**config.mk**
```make
export PLATFORM = sky130hd
export DESIGN_NAME = arcade_input_cond_flat
export DESIGN_NICKNAME = d
export VERILOG_FILES = /design/src/rtl/arcade_input_cond_pkg.sv /design/src/rtl/arcade_input_cond_if.sv /design/src/rtl/arcade_input_cond_coin_shaper.sv /design/src/rtl/arcade_input_cond.sv /design/src/flat_wrapper.sv
export SDC_FILE = /design/constraint.sdc
export NUM_CORES = 1
export LEC_CHECK = 0
export CORE_MARGIN = 2
export CORE_UTILIZATION = 57
export CTS_BUF_LIST = sky130_fd_sc_hd__clkbuf_16
export CTS_CLUSTER_DIAMETER = 150
export DETAILED_ROUTE_END_ITERATION = 10
export GPL_ROUTABILITY_DRIVEN = 0
export PLACE_DENSITY_LB_ADDON = 0.1
export SLEW_MARGIN = 5
export SYNTH_ARGS = -nofsm -noshare
export SYNTH_HDL_FRONTEND = slang
export SYNTH_HIERARCHICAL = 1
export SYNTH_SLANG_ARGS = --single-unit
```
**constraint.sdc**
```tcl
create_clock -name clk_sys -period 6.32 [get_ports clk_sys]
set_input_delay 0.632 -clock clk_sys [delete_from_list [all_inputs] [get_ports clk_sys]]
set_output_delay 0.632 -clock clk_sys [all_outputs]
set_load 0.005 [all_outputs]
```
**src/rtl/arcade_input_cond_pkg.sv**
```systemverilog
// Shared constants for the arcade input conditioner: scan codes, key indices,
// coin FSM states, joystick bit positions and the scan-code decoder.
package arcade_input_pkg;

  localparam logic [7:0] SC_P1_UP     = 8'h75;
  localparam logic [7:0] SC_P1_DOWN   = 8'h72;
  localparam logic [7:0] SC_P1_LEFT   = 8'h6B;
  localparam logic [7:0] SC_P1_RIGHT  = 8'h74;
  localparam logic [7:0] SC_P1_FIREA  = 8'h14;
  localparam logic [7:0] SC_P1_FIREB  = 8'h11;
  localparam logic [7:0] SC_P1_FIREC  = 8'h29;
  localparam logic [7:0] SC_P1_FIRED  = 8'h12;
  localparam logic [7:0] SC_COIN1_A   = 8'h76;
  localparam logic [7:0] SC_COIN1_B   = 8'h2E;
  localparam logic [7:0] SC_COIN2     = 8'h36;
  localparam logic [7:0] SC_START1_A  = 8'h05;
  localparam logic [7:0] SC_START1_B  = 8'h16;
  localparam logic [7:0] SC_START2_A  = 8'h06;
  localparam logic [7:0] SC_START2_B  = 8'h1E;
  localparam logic [7:0] SC_P2_UP     = 8'h2D;
  localparam logic [7:0] SC_P2_DOWN   = 8'h2B;
  localparam logic [7:0] SC_P2_LEFT   = 8'h23;
  localparam logic [7:0] SC_P2_RIGHT  = 8'h34;
  localparam logic [7:0] SC_P2_FIREA  = 8'h1C;
  localparam logic [7:0] SC_P2_FIREB  = 8'h1B;
  localparam logic [7:0] SC_P2_FIREC  = 8'h15;
  localparam logic [7:0] SC_P2_FIRED  = 8'h1D;

  localparam int NUM_KEYS = 20;

  // Index order matches the {fireD..right} control byte so P1/P2 are slices.
  typedef enum logic [4:0] {
    K_P1_RIGHT = 5'd0,  K_P1_LEFT  = 5'd1,  K_P1_DOWN  = 5'd2,  K_P1_UP    = 5'd3,
    K_P1_FIREA = 5'd4,  K_P1_FIREB = 5'd5,  K_P1_FIREC = 5'd6,  K_P1_FIRED = 5'd7,
    K_P2_RIGHT = 5'd8,  K_P2_LEFT  = 5'd9,  K_P2_DOWN  = 5'd10, K_P2_UP    = 5'd11,
    K_P2_FIREA = 5'd12, K_P2_FIREB = 5'd13, K_P2_FIREC = 5'd14, K_P2_FIRED = 5'd15,
    K_COIN1    = 5'd16, K_COIN2    = 5'd17, K_START1   = 5'd18, K_START2   = 5'd19
  } key_idx_e;

  typedef enum logic [1:0] {
    IDLE     = 2'd0,
    PULSE    = 2'd1,
    GAP      = 2'd2,
    WAIT_REL = 2'd3
  } coin_state_e;

  localparam int JOY_CTL_MSB = 7;
  localparam int JOY_START1  = 8;
  localparam int JOY_START2  = 9;
  localparam int JOY_COIN    = 10;

  typedef struct packed {
    logic     hit;
    key_idx_e idx;
  } key_hit_t;

  function automatic key_hit_t decode_scan(input logic [7:0] code);
    key_hit_t r;
    r.hit = 1'b1;
    r.idx = K_P1_RIGHT;
    case (code)
      SC_P1_UP:    r.idx = K_P1_UP;
      SC_P1_DOWN:  r.idx = K_P1_DOWN;
      SC_P1_LEFT:  r.idx = K_P1_LEFT;
      SC_P1_RIGHT: r.idx = K_P1_RIGHT;
      SC_P1_FIREA: r.idx = K_P1_FIREA;
      SC_P1_FIREB: r.idx = K_P1_FIREB;
      SC_P1_FIREC: r.idx = K_P1_FIREC;
      SC_P1_FIRED: r.idx = K_P1_FIRED;
      SC_COIN1_A:  r.idx = K_COIN1;
      SC_COIN1_B:  r.idx = K_COIN1;
      SC_COIN2:    r.idx = K_COIN2;
      SC_START1_A: r.idx = K_START1;
      SC_START1_B: r.idx = K_START1;
      SC_START2_A: r.idx = K_START2;
      SC_START2_B: r.idx = K_START2;
      SC_P2_UP:    r.idx = K_P2_UP;
      SC_P2_DOWN:  r.idx = K_P2_DOWN;
      SC_P2_LEFT:  r.idx = K_P2_LEFT;
      SC_P2_RIGHT: r.idx = K_P2_RIGHT;
      SC_P2_FIREA: r.idx = K_P2_FIREA;
      SC_P2_FIREB: r.idx = K_P2_FIREB;
      SC_P2_FIREC: r.idx = K_P2_FIREC;
      SC_P2_FIRED: r.idx = K_P2_FIRED;
      default:     r.hit = 1'b0;
    endcase
    return r;
  endfunction

endpackage

```
**src/rtl/arcade_input_cond_if.sv**
```systemverilog
// Bundle of keyboard/joystick inputs and conditioned control outputs
// between the arcade top level and the input conditioner.
interface arcade_input_cond_if;
  logic [10:0] ps2_key;
  logic [15:0] joy1;
  logic [15:0] joy2;
  logic        clr;
  logic [7:0]  p1_ctl;
  logic [7:0]  p2_ctl;
  logic [7:0]  any_ctl;
  logic        start1;
  logic        start2;
  logic        coin_raw;
  logic        coin_pulse;

  modport master (
    output ps2_key, joy1, joy2, clr,
    input  p1_ctl, p2_ctl, any_ctl, start1, start2, coin_raw, coin_pulse
  );

  modport slave (
    input  ps2_key, joy1, joy2, clr,
    output p1_ctl, p2_ctl, any_ctl, start1, start2, coin_raw, coin_pulse
  );
endinterface

```
**src/rtl/arcade_input_cond_coin_shaper.sv**
```systemverilog
// Turns rising edges of the merged coin signal into one fixed-width pulse,
// followed by a lockout gap and a wait for the coin source to release.
module coin_shaper
  import arcade_input_pkg::*;
#(
  parameter int COIN_PULSE = 2400000,
  parameter int COIN_GAP   = 2400000
) (
  input  logic clk_sys,
  input  logic reset_n,
  input  logic coin_raw_i,
  output logic coin_pulse_o
);

  localparam int MAX_CNT = (COIN_PULSE > COIN_GAP) ? COIN_PULSE : COIN_GAP;
  localparam int CW = (MAX_CNT + 1 > 1) ? $clog2(MAX_CNT + 1) : 1;
  localparam int GAP_LOAD_I = (COIN_GAP > 0) ? COIN_GAP - 1 : 0;
  localparam logic [CW-1:0] PULSE_LOAD = CW'(COIN_PULSE - 1);
  localparam logic [CW-1:0] GAP_LOAD   = CW'(GAP_LOAD_I);

  coin_state_e   state_q, state_d;
  logic [CW-1:0] cnt_q, cnt_d;
  logic          pulse_q, pulse_d;
  logic          coin_dly_q;
  logic          rise_s;

  assign rise_s       = coin_raw_i & ~coin_dly_q;
  assign coin_pulse_o = pulse_q;

  // State, counter, pulse and edge-detect registers.
  always_ff @(posedge clk_sys or negedge reset_n) begin
    if (!reset_n) begin
      state_q    <= IDLE;
      cnt_q      <= '0;
      pulse_q    <= 1'b0;
      coin_dly_q <= 1'b0;
    end else begin
      state_q    <= state_d;
      cnt_q      <= cnt_d;
      pulse_q    <= pulse_d;
      coin_dly_q <= coin_raw_i;
    end
  end

  // Next-state logic; counters only decrement while nonzero.
  always_comb begin
    state_d = state_q;
    cnt_d   = cnt_q;
    pulse_d = pulse_q;
    case (state_q)
      IDLE: begin
        if (rise_s) begin
          cnt_d   = PULSE_LOAD;
          pulse_d = 1'b1;
          state_d = PULSE;
        end else begin
          pulse_d = 1'b0;
        end
      end
      PULSE: begin
        if (cnt_q == '0) begin
          pulse_d = 1'b0;
          if (COIN_GAP == 0) begin
            state_d = WAIT_REL;
          end else begin
            cnt_d   = GAP_LOAD;
            state_d = GAP;
          end
        end else begin
          cnt_d = cnt_q - CW'(1);
        end
      end
      GAP: begin
        if (cnt_q == '0) begin
          state_d = WAIT_REL;
        end else begin
          cnt_d = cnt_q - CW'(1);
        end
      end
      WAIT_REL: begin
        if (!coin_raw_i) begin
          state_d = IDLE;
        end else begin
          state_d = WAIT_REL;
        end
      end
      default: begin
        state_d = IDLE;
        cnt_d   = '0;
        pulse_d = 1'b0;
      end
    endcase
  end

endmodule

```
**src/rtl/arcade_input_cond.sv**
```systemverilog
// Keyboard decode into held-key state, OR-merge with both joysticks into
// registered player controls, and coin conditioning via coin_shaper.
module arcade_input_cond
  import arcade_input_pkg::*;
#(
  parameter int COIN_PULSE = 2400000,
  parameter int COIN_GAP   = 2400000
) (
  input  logic                clk_sys,
  input  logic                reset_n,
  arcade_input_cond_if.slave  bus
);

  logic                tog_q;
  logic                primed_q;
  logic [NUM_KEYS-1:0] key_q, key_d;
  logic                event_s;
  key_hit_t            hit_s;

  logic [7:0] p1_ctl_q, p1_ctl_d;
  logic [7:0] p2_ctl_q, p2_ctl_d;
  logic [7:0] any_ctl_q;
  logic       start1_q, start1_d;
  logic       start2_q, start2_d;
  logic       coin_raw_q, coin_raw_d;
  logic       coin_pulse_s;
  logic       unused_s;

  // The extended flag and upper joystick bits carry nothing for this stage.
  assign unused_s = ^{bus.ps2_key[8], bus.joy1[15:11], bus.joy2[15:11]};

  assign event_s = primed_q & (bus.ps2_key[10] != tog_q);
  assign hit_s   = decode_scan(bus.ps2_key[7:0]);

  // Held-key next state: clr wins over any same-cycle event.
  always_comb begin
    key_d = key_q;
    if (bus.clr) begin
      key_d = '0;
    end else if (event_s && hit_s.hit) begin
      for (int i = 0; i < NUM_KEYS; i++) begin
        if (int'(hit_s.idx) == i) begin
          key_d[i] = bus.ps2_key[9];
        end
      end
    end else begin
      key_d = key_q;
    end
  end

  // Toggle tracking is primed on the first edge so a stale toggle is not an event.
  always_ff @(posedge clk_sys or negedge reset_n) begin
    if (!reset_n) begin
      tog_q    <= 1'b0;
      primed_q <= 1'b0;
      key_q    <= '0;
    end else begin
      tog_q    <= bus.ps2_key[10];
      primed_q <= 1'b1;
      key_q    <= key_d;
    end
  end

  assign p1_ctl_d   = key_q[JOY_CTL_MSB:0] | bus.joy1[JOY_CTL_MSB:0];
  assign p2_ctl_d   = key_q[K_P2_FIRED:K_P2_RIGHT] | bus.joy2[JOY_CTL_MSB:0];
  assign start1_d   = key_q[K_START1] | bus.joy1[JOY_START1] | bus.joy2[JOY_START1];
  assign start2_d   = key_q[K_START2] | bus.joy1[JOY_START2] | bus.joy2[JOY_START2];
  assign coin_raw_d = key_q[K_COIN1] | key_q[K_COIN2]
                    | bus.joy1[JOY_COIN] | bus.joy2[JOY_COIN];

  // Registered control outputs.
  always_ff @(posedge clk_sys or negedge reset_n) begin
    if (!reset_n) begin
      p1_ctl_q   <= 8'h00;
      p2_ctl_q   <= 8'h00;
      any_ctl_q  <= 8'h00;
      start1_q   <= 1'b0;
      start2_q   <= 1'b0;
      coin_raw_q <= 1'b0;
    end else begin
      p1_ctl_q   <= p1_ctl_d;
      p2_ctl_q   <= p2_ctl_d;
      any_ctl_q  <= p1_ctl_d | p2_ctl_d;
      start1_q   <= start1_d;
      start2_q   <= start2_d;
      coin_raw_q <= coin_raw_d;
    end
  end

  coin_shaper #(
    .COIN_PULSE (COIN_PULSE),
    .COIN_GAP   (COIN_GAP)
  ) u_coin_shaper (
    .clk_sys      (clk_sys),
    .reset_n      (reset_n),
    .coin_raw_i   (coin_raw_q),
    .coin_pulse_o (coin_pulse_s)
  );

  assign bus.p1_ctl     = p1_ctl_q;
  assign bus.p2_ctl     = p2_ctl_q;
  assign bus.any_ctl    = any_ctl_q;
  assign bus.start1     = start1_q;
  assign bus.start2     = start2_q;
  assign bus.coin_raw   = coin_raw_q;
  assign bus.coin_pulse = coin_pulse_s;

endmodule
```
**src/flat_wrapper.sv**
```systemverilog
// flat-port wrapper written by rule: the top's interface ports become plain ports
module arcade_input_cond_flat import arcade_input_pkg::*;
#(
  parameter int COIN_PULSE = 2400000,
  parameter int COIN_GAP   = 2400000
)
  (clk_sys, reset_n, bus_ps2_key, bus_joy1, bus_joy2, bus_clr, bus_p1_ctl, bus_p2_ctl, bus_any_ctl, bus_start1, bus_start2, bus_coin_raw, bus_coin_pulse);
  arcade_input_cond_if bus_i ();
  input  logic clk_sys;
  input  logic reset_n;
  input wire logic [$bits(bus_i.ps2_key)-1:0] bus_ps2_key;
  input wire logic [$bits(bus_i.joy1)-1:0] bus_joy1;
  input wire logic [$bits(bus_i.joy2)-1:0] bus_joy2;
  input wire logic [$bits(bus_i.clr)-1:0] bus_clr;
  output wire logic [$bits(bus_i.p1_ctl)-1:0] bus_p1_ctl;
  output wire logic [$bits(bus_i.p2_ctl)-1:0] bus_p2_ctl;
  output wire logic [$bits(bus_i.any_ctl)-1:0] bus_any_ctl;
  output wire logic [$bits(bus_i.start1)-1:0] bus_start1;
  output wire logic [$bits(bus_i.start2)-1:0] bus_start2;
  output wire logic [$bits(bus_i.coin_raw)-1:0] bus_coin_raw;
  output wire logic [$bits(bus_i.coin_pulse)-1:0] bus_coin_pulse;
  assign bus_i.ps2_key = bus_ps2_key;
  assign bus_i.joy1 = bus_joy1;
  assign bus_i.joy2 = bus_joy2;
  assign bus_i.clr = bus_clr;
  assign bus_p1_ctl = bus_i.p1_ctl;
  assign bus_p2_ctl = bus_i.p2_ctl;
  assign bus_any_ctl = bus_i.any_ctl;
  assign bus_start1 = bus_i.start1;
  assign bus_start2 = bus_i.start2;
  assign bus_coin_raw = bus_i.coin_raw;
  assign bus_coin_pulse = bus_i.coin_pulse;
  arcade_input_cond #(.COIN_PULSE(COIN_PULSE), .COIN_GAP(COIN_GAP)) u_core (.clk_sys(clk_sys), .reset_n(reset_n), .bus(bus_i));
endmodule
```
* Yosys cells after proc, flatten, opt, wreduce, memory -nomap -nowiden *
Cells that the tools add are included.

operators by class
  add/subtract/negate cells = 1
  eq/ne operators = 50
  muxes and demuxes = 36
  bitwise operators = 13
  reduce and logical (&&, ||, !) cells = 54

operator list
  operator                                             number
  case mux 5 bit (19 select lines)                     1
  equality test 8 x 5 -> 1 bit, second input constant  9
  two-way mux 22 bit                                   3
  case mux 22 bit (3 select lines)                     1
  equality test 5 bit, second input constant           12
  equality test 8 x 6 -> 1 bit, second input constant  7
  nonzero test 2 bit                                   22
  AND reduction 2 bit                                  21
  equality test 8 x 7 -> 1 bit, second input constant  5
  two-way mux 20 bit                                   2
  OR 8 bit                                             3
  two-way mux 1 bit                                    23
  OR reduction 23 bit                                  1
  logical NOT 22 bit                                   1
  subtractor 22 x 1 -> 22 bit, second input constant   1
  equality test 5 x 4 -> 1 bit, second input constant  4
  equality test 8 x 3 -> 1 bit, second input constant  2
  equality test 5 x 3 -> 1 bit, second input constant  2
  two-way mux 2 bit                                    4
  != test 2 bit, second input constant                 4
  case mux 2 bit (4 select lines)                      1
  OR 1 bit                                             7
  AND reduction 3 bit                                  2
  OR reduction 2 bit                                   3
  11 further kinds                                     13

storage, ports and cells
  register bits after elaboration = 75
  input port bits = 46
  output and inout port bits = 28

* Depth between registers and ports, before layout *
Gate-level depths: netlist of the first run.

  word-level depth = 7
  gate-level depth with buffers = 9

* By module *
Netlist of the first run, hierarchy kept.

by module, submodules not included
  module             times used  cells an instance  area each (um2)
  arcade_input_cond  1           215                2427.3
  coin_shaper        1           181                1647.8

* Worst setup path after synthesis of the first run *
No wires, ideal clock.

  path kind = in2reg
  from = input port bus_ps2_key[3]
  to = register u_core.key_q[0]
  setup time = 0.079 ns
  arrival = 2.081 ns
  setup slack = 4.160 ns
  stages on the path = 7
  path buffers = 2
  path through = buf_4 -> or4b_1 -> o31a_1 -> o311a_1 -> buf_6 -> nand4_1 -> mux2i_1

on the way
  longest elaborated chain between the ends = 6
  elaborated cells between the ends (all ways) = 34
  classes of those cells = eq/ne: 23; mux: 2; reduce/logical: 9

RTL lines
  what                                                                        line                                              text
  start, declared                                                             flat_wrapper.sv:11                                input wire logic [$bits(bus_i.ps2_key)-1:0] bus_ps2_key;
  equality test 8 x 3 -> 1 bit, or another cell as far along                  arcade_input_cond_pkg.sv:61                       case (code)
  OR reduction 2 bit (no source line) or OR reduction 23 bit (tied branches)  n/a
  case mux 5 bit (19 select lines) or two-way mux 1 bit (tied branches)       arcade_input_cond_pkg.sv:61
  logical NOT 5 bit or logical AND 1 bit (tied branches)                      arcade_input_cond.sv:42, arcade_input_cond.sv:40
  nonzero test 2 bit (no source line)                                         n/a
  AND reduction 2 bit (no source line) (*)                                    n/a
  end signal, assigned                                                        arcade_input_cond.sv:60                           key_q <= key_d;
  end, declared                                                               arcade_input_cond.sv:16                           logic [NUM_KEYS-1:0] key_q, key_d;

Mark *: on every way between the ends. The rest lies on a longest branch, timed or not.
A chain may end at the register's enable or synchronous reset.

* Worst setup path after layout of the first run *
  from = input port bus_ps2_key[4]
  to = register u_core.key_q[15]

on the way
  longest elaborated chain between the ends = 6
  elaborated cells between the ends (all ways) = 34
  classes of those cells = eq/ne: 24; mux: 2; reduce/logical: 8

RTL lines
  what                                                                        line
  equality test 8 x 3 -> 1 bit, or another cell as far along                  arcade_input_cond_pkg.sv:61
  OR reduction 2 bit (no source line) or OR reduction 23 bit (tied branches)  n/a
  case mux 5 bit (19 select lines) or two-way mux 1 bit (tied branches)       arcade_input_cond_pkg.sv:61
  equality test 5 bit or logical AND 1 bit (tied branches)                    arcade_input_cond.sv:42, arcade_input_cond.sv:40
  nonzero test 2 bit (no source line)                                         n/a
  AND reduction 2 bit (no source line) (*)                                    n/a

Marked as above.

==> results.cfg, run 1 <==
[timing]
worst_pin_slew_ns = 1.19
setup_tns_ns = 0
max_freq_mhz = 359
final.min_clock_period_ns = 2.79
max-slew-margin-rel = 0.207
final-max-slew-violation-count = 0
final-setup-viol-count = 0
period_share = 0.441
fin_skew_ns = 0.00601
grt_setup_unrepaired = no
hold_viol = 0

[synthesis]
synth.avg_cell_area_sq_um = 10.3
synth_top_cells_by_count = dfrtp_1 (75), or2_2 (27), nand2b_1 (24)
synth_compound_area_frac = 0.158
yosysWarnings = 6
synth_top_family_by_area = simple AND/OR/NAND/NOR gates
synthCells = 396
yosys_register_bits = 75
synth_cell_types = 72
synthAdderAreaFrac = 0.0215
synth_simple_gate_area_frac = 0.255
synthesis.area_sq_um = 4080
yosys.area_share.xor_xnor = 0.0129
yosysTopAreaCellShare = 0.461
synthTopCellsByArea = dfrtp_1 (46%), mux2i_1 (5.2%), or2_2 (4.1%), nand2b_1 (3.7%), a21oi_1 (2.6%)
yosysSeqAreaShare = 0.461
synth-async-reset-ratio = 1.00
synth-main-ff-cell = dfrtp_1
synth_edf_count = 0
syn_nets = 449
synth_top_cell_by_area = dfrtp_1
muxShareOfSynthArea = 0.0571
synth_most_common_cell = dfrtp_1

[clock_network]
post_cts_buffers = 0
cts_buffer_depth = 2
clock_latency_ns = 0.33
cts_tree = built
clk_pin_slew_ns = 0.06
cts_resized = 0
hold_buffers = 0
cts.htree.levels = 3
numCtsBuffers = 9
root_buffer = clkbuf_16
cts_sinks = 75

[global_routing]
grt_pass1_vias = 3095
antenna_found_initial = 0
grt_start_max_net_pins = 76
grt_overflow_total = 0
grt_usage = 0.240
grt_first_pass_wirelength_um = 14800

[worst_hold_path]
holdCritPathClass = in2async

[worst_setup_path]
critical-path-max-stage-delay_ns = 0.66
worst_setup_path_end_kind = flip-flop
cp-start-kind = primary input
critPathKind = in2reg
r2r_cells = 4
cp_slowest_cell = clkdlybuf4s50_1
worst-r2r-setup-slack_ns = 3.76
crit_chain = clkdlybuf4s50_1 > nor2b_1 > o2111a_1 > a311o_1 > nor2_1 > nand3_1 > mux2i_1
cp_max_fo = 13
critPathRequiredTime_ns = 6.50
reg2reg_from = u_core/u_coin_shaper/cnt_q[12]$_DFFE_PN0P_
cp_data_arrival_time_ns = 2.96
rr_endpoint = u_core/u_coin_shaper/cnt_q[0]$_DFFE_PN0P_

[route]
first_pass_iters = 4
drt_iter0_drc = 160
antenna_left = 0
drc = 0
wl_um = 8810
num_vias = 3229
wl_per_cell_um = 16.0
vias_per_cell = 5.85

[floorplanning]
die_h_um = 88.6
rows = 30
start_util = 0.593
ios = 74
die_area_sq_um = 7840
placeableCoreArea_sq_um = 6870
die_w_um = 88.6

[pwr]
p_leak_nw = 2.13
total_power_w = 0.00178
p_per_area_nw_per_um2 = 356
peakVddDrop_v = 0.000248

[final_layout]
drive_gt1_frac = 0.132
area_growth_pct = 23.0
final_nets = 504
diodes = 0

[status]
outcome = complete, no violations

[placement]
dp_hpwl_um = 5930
io_buffers = 62

[job]
maxCapViolations = 0
## power by group
group | internal (W) | switching, W | leakage (nW)
combinational | 0.000272 | 0.000363 | 1.07
sequential | 0.000555 | 0.0000842 | 0.916
clock | 0.000308 | 0.000201 | 0.144
total | 0.00114 | 0.000649 | 2.13
## registers in the layout (all words and copies together) (netlist names)
signal / count
u_core/u_coin_shaper/cnt_q: 22
u_core/key_q: 20
u_core/bus.any_ctl: 8
u_core/bus.p1_ctl: 8
u_core/bus.p2_ctl: 8
u_core/u_coin_shaper/state_q: 2
u_core/bus.coin_raw: 1
u_core/bus.start1: 1
u_core/bus.start2: 1
u_core/primed_q: 1
u_core/tog_q: 1
u_core/u_coin_shaper/coin_dly_q: 1
u_core/u_coin_shaper/coin_pulse_o: 1
## worst max path at each step
stage                   start                      endpoint  slack (ns)  depth (start not counted)
6_report       bus_ps2_key[4]  u_core/key_q[15]$_DFFE_PN0P_        3.53                          7
5_1_grt        bus_ps2_key[4]  u_core/key_q[10]$_DFFE_PN0P_        3.34                          7
4_1_cts        bus_ps2_key[4]   u_core/key_q[1]$_DFFE_PN0P_        3.58                          7
3_5_place_dp   bus_ps2_key[4]   u_core/key_q[1]$_DFFE_PN0P_        3.25                          7
3_3_place_gp   bus_ps2_key[4]   u_core/key_q[1]$_DFFE_PN0P_        3.26                          7
2_1_floorplan  bus_ps2_key[3]   u_core/key_q[0]$_DFFE_PN0P_        4.16                          7
## worst max-delay path, delay by kind of cell
kind                   cells  cell delay (ns)
multiplexers               1             0.16
AO/OA/AOI/OAI              2             0.64
AND/OR/NAND/NOR            3             0.86
buffers and inverters      1             0.66
## cell type report
type	count	area, sq um
fillers	497	1860
clock buffers	9	225
clock inverters	7	76.3
multi-input cells	294	2060
inverters	8	30.0
repair buffers	63	626
well taps	96	120
flip-flops and latches	75	1880
## kinds of logic after synthesis
group | Yosys count
other | 1
adders and majority gates | 7
and+or+nand+nor | 165
AOI/OAI and AO/OA | 92
muxes | 23
xor gates and xnor gates | 6
DFF | 75
buffers and inverters | 27
## routing by layer
metal | part of all wire | GRT usage | vias to the layer above
li1 | - | - | 1576
met1 | 0.44 | 0.320 | 1569
met2 | 0.51 | 0.399 | 75
met3 | 0.039 | 0.0457 | 9
met4 | 0.0097 | 0.0716 | 0
met5 | 0 | 0 | -
## cell usage in the layout (no fill, tap or decap), types with 3 or more instances in the layout
cell type and n:
or2_2 27, nor4_1 3, mux2i_1 21, a21oi_1 21
a31oi_1 11, clkdlybuf4s50_1 61, nand3_1 21, nand4_1 5
dfrtp_1 75, inv_1 8, clkbuf_16 9, o31ai_1 4
xor2_1 4, o21ai_1 12, nor2_1 17, o22a_1 6
nor3_1 7, o21ai_0 8, ha_1 7, or4_1 9
or3_1 10, nand2_1 9, nor3b_1 4, nand2b_1 24
or2_1 3, a21boi_0 3
## metrics by stage
step / util / area (sq um) / hold slack [ns] / instances / setup slack (ns)
final: 0.730 / 5010 / 0.439 / 552 / 3.53
after detailed placement: 0.686 / 4710 / 0.429 / 536 / 3.25
after floorplan: - / 4080 / 0.336 / 396 / 4.16
after global placement: 0.686 / 4710 / 0.417 / 536 / 3.26
after global routing: 0.730 / 5010 / 0.447 / 552 / 3.34
after CTS: 0.730 / 5010 / 0.437 / 552 / 3.58
Power figures use the tool's default switching activity.
==> run 2, diff against run 1 <==
--- a/config.mk
+++ b/config.mk
@@ -6,7 +6,7 @@
 export NUM_CORES = 1
 export LEC_CHECK = 0
 export CORE_MARGIN = 2
-export CORE_UTILIZATION = 57
+export CORE_UTILIZATION = 53
 export CTS_BUF_LIST = sky130_fd_sc_hd__clkbuf_16
 export CTS_CLUSTER_DIAMETER = 150
 export DETAILED_ROUTE_END_ITERATION = 10
==> constraint.sdc (replaced) <==
create_clock -name clk_sys -period 2.7 [get_ports clk_sys]
set_input_delay 0.27 -clock clk_sys [delete_from_list [all_inputs] [get_ports clk_sys]]
set_output_delay 0.27 -clock clk_sys [all_outputs]
set_load 0.005 [all_outputs]
==> run 2 against run 1 <==
Worst setup slack got worse by 3.1 ns. Routed wire length rose by 3.9%. First-iteration DRC count rose by 72%. Total power rose by 130%. Register-to-register slack got worse by 3.3 ns. Sequential share of layout area fell by 0.57 points. Core utilization fell by 3.5 points. Count of clock-buffer cells in the layout did not move. Cell count rose by 3.1%. Clock power rose by 110%. Critical endpoint is now u_core/key_q[9]$_DFFE_PN0P_. Largest power group is now combinational cells.
==> results.cfg, run 2 (synthesized netlist as in run 1, its figures left out) <==
[timing]
fin_skew_ns = 0.00582
worst_pin_slew_ns = 0.920
final-max-slew-violation-count = 0
final.min_clock_period_ns = 2.29
grt_setup_unrepaired = no
final-setup-viol-count = 0
max_freq_mhz = 436
period_share = 0.850
hold_viol = 0
setup_tns_ns = 0
max-slew-margin-rel = 0.387

[final_layout]
final_common_cell = dfrtp_1
layout.cells.non_filler = 569
area_growth_pct = 24.9
reg.largest.list = u_core/u_coin_shaper/cnt_q x22, u_core/key_q x20
regMostFlops = u_core/u_coin_shaper/cnt_q
layout_common_cells = dfrtp_1 (75), clkdlybuf4s50_1 (61), or2_2 (27)
final_nets = 518
largest_register_ff_count = 22
drive_gt1_frac = 0.157
diodes = 0

[placement]
dp_hpwl_um = 6330
dp_cells = 553
io_buffers = 62

[pwr]
p_leak_nw = 2.18
peakVddDrop_v = 0.000444
p_per_area_nw_per_um2 = 820
p_comb_frac = 0.386
seq_power_share = 0.359
clkPwrFrac = 0.255
swShare = 0.370
internal_power_w = 0.00263
p_sw_w = 0.00154

[clock_network]
post_cts_buffers = 0
cts_resized = 0
clk_pin_slew_ns = 0.06
clock_latency_ns = 0.33
cts_buffer_depth = 2
numCtsBuffers = 9
cts.htree.levels = 3
hold_buffers = 0
root_buffer = clkbuf_16
cts_sinks = 75
cts_tree = built

[route]
first_pass_iters = 6
antenna_left = 0
wl_per_cell_um = 16.1
drt_iter0_drc = 275
wl_um = 9150
num_vias = 3340
vias_per_cell = 5.87
drc = 0

[floorplanning]
ios = 74
die_w_um = 91.7
start_util = 0.556
die_area_sq_um = 8410
rows = 31
placeableCoreArea_sq_um = 7330
die_h_um = 91.7

[job]
maxCapViolations = 0

[worst_setup_path]
critPathRequiredTime_ns = 2.88
cp-start-kind = primary input
reg2reg_from = u_core/u_coin_shaper/cnt_q[0]$_DFFE_PN0P_
crit_start = bus_ps2_key[3]
worst-r2r-setup-slack_ns = 0.44
cp_max_fo = 10
worst_setup_path_end_kind = flip-flop
cp_data_arrival_time_ns = 2.47
critPathKind = in2reg

[global_routing]
grt_usage = 0.222
grt_start_max_net_pins = 76
grt_overflow_total = 0
antenna_found_initial = 0
grt_pass1_vias = 3115
grt_first_pass_wirelength_um = 14900

[worst_hold_path]
holdCritPathClass = in2async

[status]
outcome = complete, no violations
run 2: path summary, 6_finish.rpt:
kind / cells after the start / to
max: 7 / u_core/key_q[9]$_DFFE_PN0P_
min: 1 / u_core/u_coin_shaper/cnt_q[5]$_DFFE_PN0P_
max reg2reg: 8 / u_core/u_coin_shaper/cnt_q[17]$_DFFE_PN0P_
min reg2reg: 0 / u_core/u_coin_shaper/coin_dly_q$_DFF_PN0_
max in group asynchronous: 1 / u_core/key_q[12]$_DFFE_PN0P_
min in group clk_sys: 0 / u_core/u_coin_shaper/coin_dly_q$_DFF_PN0_
run 2: worst max-delay path, cell delays in order:
cell and delay [ns]:
clkdlybuf4s50_1 0.65, and2b_1 0.28, o2bb2ai_1 0.13, a311o_1 0.41, nor3b_2 0.39, nand3_1 0.18
mux2i_1 0.16
run 2: metal layers:
| metal | vias to the layer above | routed length, um | global-route usage |
|---|---|---|---|
| met1 | 1614 | 4260 | 0.312 |
| met4 | 0 | 119 | 0.0543 |
| li1 | 1597 | - | - |
| met5 | - | 0 | 0 |
| met3 | 11 | 467 | 0.0468 |
| met2 | 118 | 4300 | 0.352 |
run 2: area by class of cell:
type / instances / area [sq um]
Tap cell: 99 / 124
Multi-Input combinational cell: 294 / 2060
Clock inverter: 7 / 45.0
Clock buffer: 9 / 225
Sequential cell: 75 / 1880
Fill cell: 568 / 2240
Timing Repair Buffer: 77 / 731
Inverter: 8 / 30.0
run 2: power by group through the flow:
| stage | Combinational [W] | Sequential (W) | Clock [W] |
|---|---|---|---|
| floorplan | 0.00113 | 0.00147 | 0 |
| global placement | 0.00153 | 0.00150 | 0 |
| detailed placement | 0.00159 | 0.00152 | 0 |
| CTS | 0.00160 | 0.00150 | 0.00108 |
| global route | 0.00175 | 0.00153 | 0.00114 |
| finish | 0.00161 | 0.00150 | 0.00106 |
run 2: through the flow:
stage	power [W]	hold WS, ns	setup slack [ns]	utilization	instance area [sq um]
detailed placement	0.00310	0.416	0.119	0.657	4820
CTS	0.00418	0.112	0.438	0.694	5090
global placement	0.00303	0.420	0.167	0.657	4820
finish	0.00417	0.0819	0.406	0.694	5090
floorplan	0.00260	-0.0256	0.666	-	4080
global route	0.00442	0.169	0.233	0.694	5090
==> run 3, diff against run 2 <==
--- a/config.mk
+++ b/config.mk
@@ -6,7 +6,7 @@
 export NUM_CORES = 1
 export LEC_CHECK = 0
 export CORE_MARGIN = 2
-export CORE_UTILIZATION = 53
+export CORE_UTILIZATION = 48
 export CTS_BUF_LIST = sky130_fd_sc_hd__clkbuf_16
 export CTS_CLUSTER_DIAMETER = 150
 export DETAILED_ROUTE_END_ITERATION = 10
==> constraint.sdc (replaced) <==
create_clock -name clk_sys -period 1.95 [get_ports clk_sys]
set_input_delay 0.195 -clock clk_sys [delete_from_list [all_inputs] [get_ports clk_sys]]
set_output_delay 0.195 -clock clk_sys [all_outputs]
set_load 0.005 [all_outputs]
==> run 3 against run 2 <==
The flow now finishes with violations (negative setup slack). Final area is 16% higher. First-iteration DRC count down 51%. Critical path depth fell by 2. Core utilization grew 2.7 points. Sequential cell count unchanged. Die area up 10%. Clock power increased by 58%. Non-clock buffer count rose by 75. Critical endpoint is now u_core/u_coin_shaper/cnt_q[19]$_DFFE_PN0P_. Largest cell class unchanged. Largest power group unchanged. Highest routed layer unchanged.
==> results.cfg, run 3 (synthesized netlist as in run 1, its figures left out) <==
[worst_setup_path]
critical-path-max-stage-delay_ns = 0.54
r2r_cells = 5
critPathKind = reg2reg
cp_data_arrival_time_ns = 2.36
cp_slowest_cell = or4_4
cp_common_cell = or3_4
critPathRequiredTime_ns = 2.21
cp-start-kind = flip-flop
cp_max_fo = 3
worst_setup_path_end_kind = flip-flop
crit_chain = or4_4 > or3_4 > or2_1 > or3_4 > a21oi_2

[clock_network]
numCtsBuffers = 9
clk_pin_slew_ns = 0.07
cts_tree = built
root_buffer = clkbuf_16
clock_latency_ns = 0.34
cts.htree.levels = 3
cts_sinks = 75
cts_buffer_depth = 2

[worst_hold_path]
hold_path_depth = 1
holdCritPathClass = in2reg

[final_layout]
final_common_cell = buf_4
n_fill_cell = 603
area_growth_pct = 45.5
reg.largest.list = u_core/u_coin_shaper/cnt_q x22, u_core/key_q x20
diodes = 0
largest_register_ff_count = 22
final_core_util = 0.722
layout_common_cells = buf_4 (81), dfrtp_1 (75), clkdlybuf4s50_1 (53)
regMostFlops = u_core/u_coin_shaper/cnt_q
final_nets = 593
final_area_sq_um = 5930
drive_gt1_frac = 0.317

[floorplanning]
start_util = 0.496
rows = 33
die_area_sq_um = 9240
die_h_um = 96.1
placeableCoreArea_sq_um = 8220
ios = 74
die_w_um = 96.1

[global_routing]
grt_start_max_net_pins = 46
antenna_found_initial = 0
grt_overflow_total = 0
use_met1 = 0.307
top_usage_layer = met2
grt_usage = 0.250
grt_first_pass_wirelength_um = 17800
gr-usage-met3 = 0.0564
grt.met2_usage = 0.428
grt_pass1_vias = 3750

[pwr]
p_leak_nw = 2.68
p_comb_frac = 0.479
p_sw_w = 0.00252
clkPwrFrac = 0.238
p_per_area_nw_per_um2 = 1190
seq_power_share = 0.282
peakVddDrop_v = 0.000600
swShare = 0.357
internal_power_w = 0.00454

[timing]
fin_ws_ns = -0.150
final.min_clock_period_ns = 2.10
whs_ns = 0.352
hold_viol = 0
grt_setup_unrepaired = yes
max-slew-margin-rel = 0.604
final-max-slew-violation-count = 0
fin_skew_ns = 0.00911
worst_pin_slew_ns = 0.593
period_share = 1.08
final-setup-viol-count = 16
max_freq_mhz = 476

[route]
wl_um = 10600
vias_per_cell = 5.60
drc = 0
num_vias = 3641
drt_iter0_drc = 134
antenna_left = 0
first_pass_iters = 4
wl_per_cell_um = 16.4

[status]
violations = negative setup slack
outcome = finished, violations left

[placement]
io_buffers = 62
placed_cell_area_sq_um = 5350
dp_hpwl_um = 7200

[job]
maxCapViolations = 0
## run 3: area by class of cell
class,instances,area (sq um),area share
Clock inverter,7,75.1,0.0127
Clock buffer,9,225,0.0380
Multi-Input combinational cell,294,2210,0.373
Sequential cell,75,1880,0.317
Timing Repair Buffer,152,1380,0.232
Tap cell,105,131,0.0222
Inverter,8,30.0,0.00506
## run 3: timing repair
item,CTS,global route
resized for setup,34,16
buffers inserted,12,0
pin swaps,12,2
hold buffers,1,0
hold endpoints to repair,44,0
setup endpoints to repair,38,44
## run 3: power groups by stage
stage	clock network (W)	logic (W)	registers, W
floorplan	0	0.00158	0.00204
global placement	0	0.00276	0.00199
detailed placement	0	0.00283	0.00201
CTS	0.00172	0.00332	0.00199
global route	0.00179	0.00368	0.00202
finish	0.00168	0.00339	0.00199
## run 3: final timing paths
kind	from	endpoint	slack, ns
max reg2reg	u_core/u_coin_shaper/cnt_q[16]$_DFFE_PN0P_	u_core/u_coin_shaper/cnt_q[19]$_DFFE_PN0P_	-0.15
min	bus_ps2_key[10]	u_core/tog_q$_DFF_PN0_	0.35
max in group asynchronous	reset_n	u_core/bus.p2_ctl[5]$_DFF_PN0_	0.95
max	u_core/u_coin_shaper/cnt_q[16]$_DFFE_PN0P_	u_core/u_coin_shaper/cnt_q[19]$_DFFE_PN0P_	-0.15
min reg2reg	u_core/bus.coin_raw$_DFF_PN0_	u_core/u_coin_shaper/coin_dly_q$_DFF_PN0_	0.45
min in group asynchronous	reset_n	u_core/tog_q$_DFF_PN0_	0.42
## run 3: metrics by stage
stage | std cells | setup TNS (ns) | setup WS (ns) | total power (W)
after global routing | 650 | -2.24 | -0.198 | 0.00749
after detailed placement | 621 | -10.30 | -0.389 | 0.00483
after CTS | 650 | -0.435 | -0.134 | 0.00703
after global placement | 621 | -9.10 | -0.351 | 0.00475
final | 650 | -0.830 | -0.150 | 0.00706
after floorplan | 396 | -0.153 | -0.0529 | 0.00361
## run 3: critical path: cells and delay by family, from the launching register on
kind               cells  cell delay, ns
and+or+nand+nor        4            1.49
DFF                    1            0.41
AOI/OAI and AO/OA      1            0.11
## run 3: per-layer routing
metal  wire length (um)  vias to the layer above
met1               4500                     1803
met2               5510                       76
met5                  0                        -
met3                418                       19
met4                210                        0
li1                   -                     1743
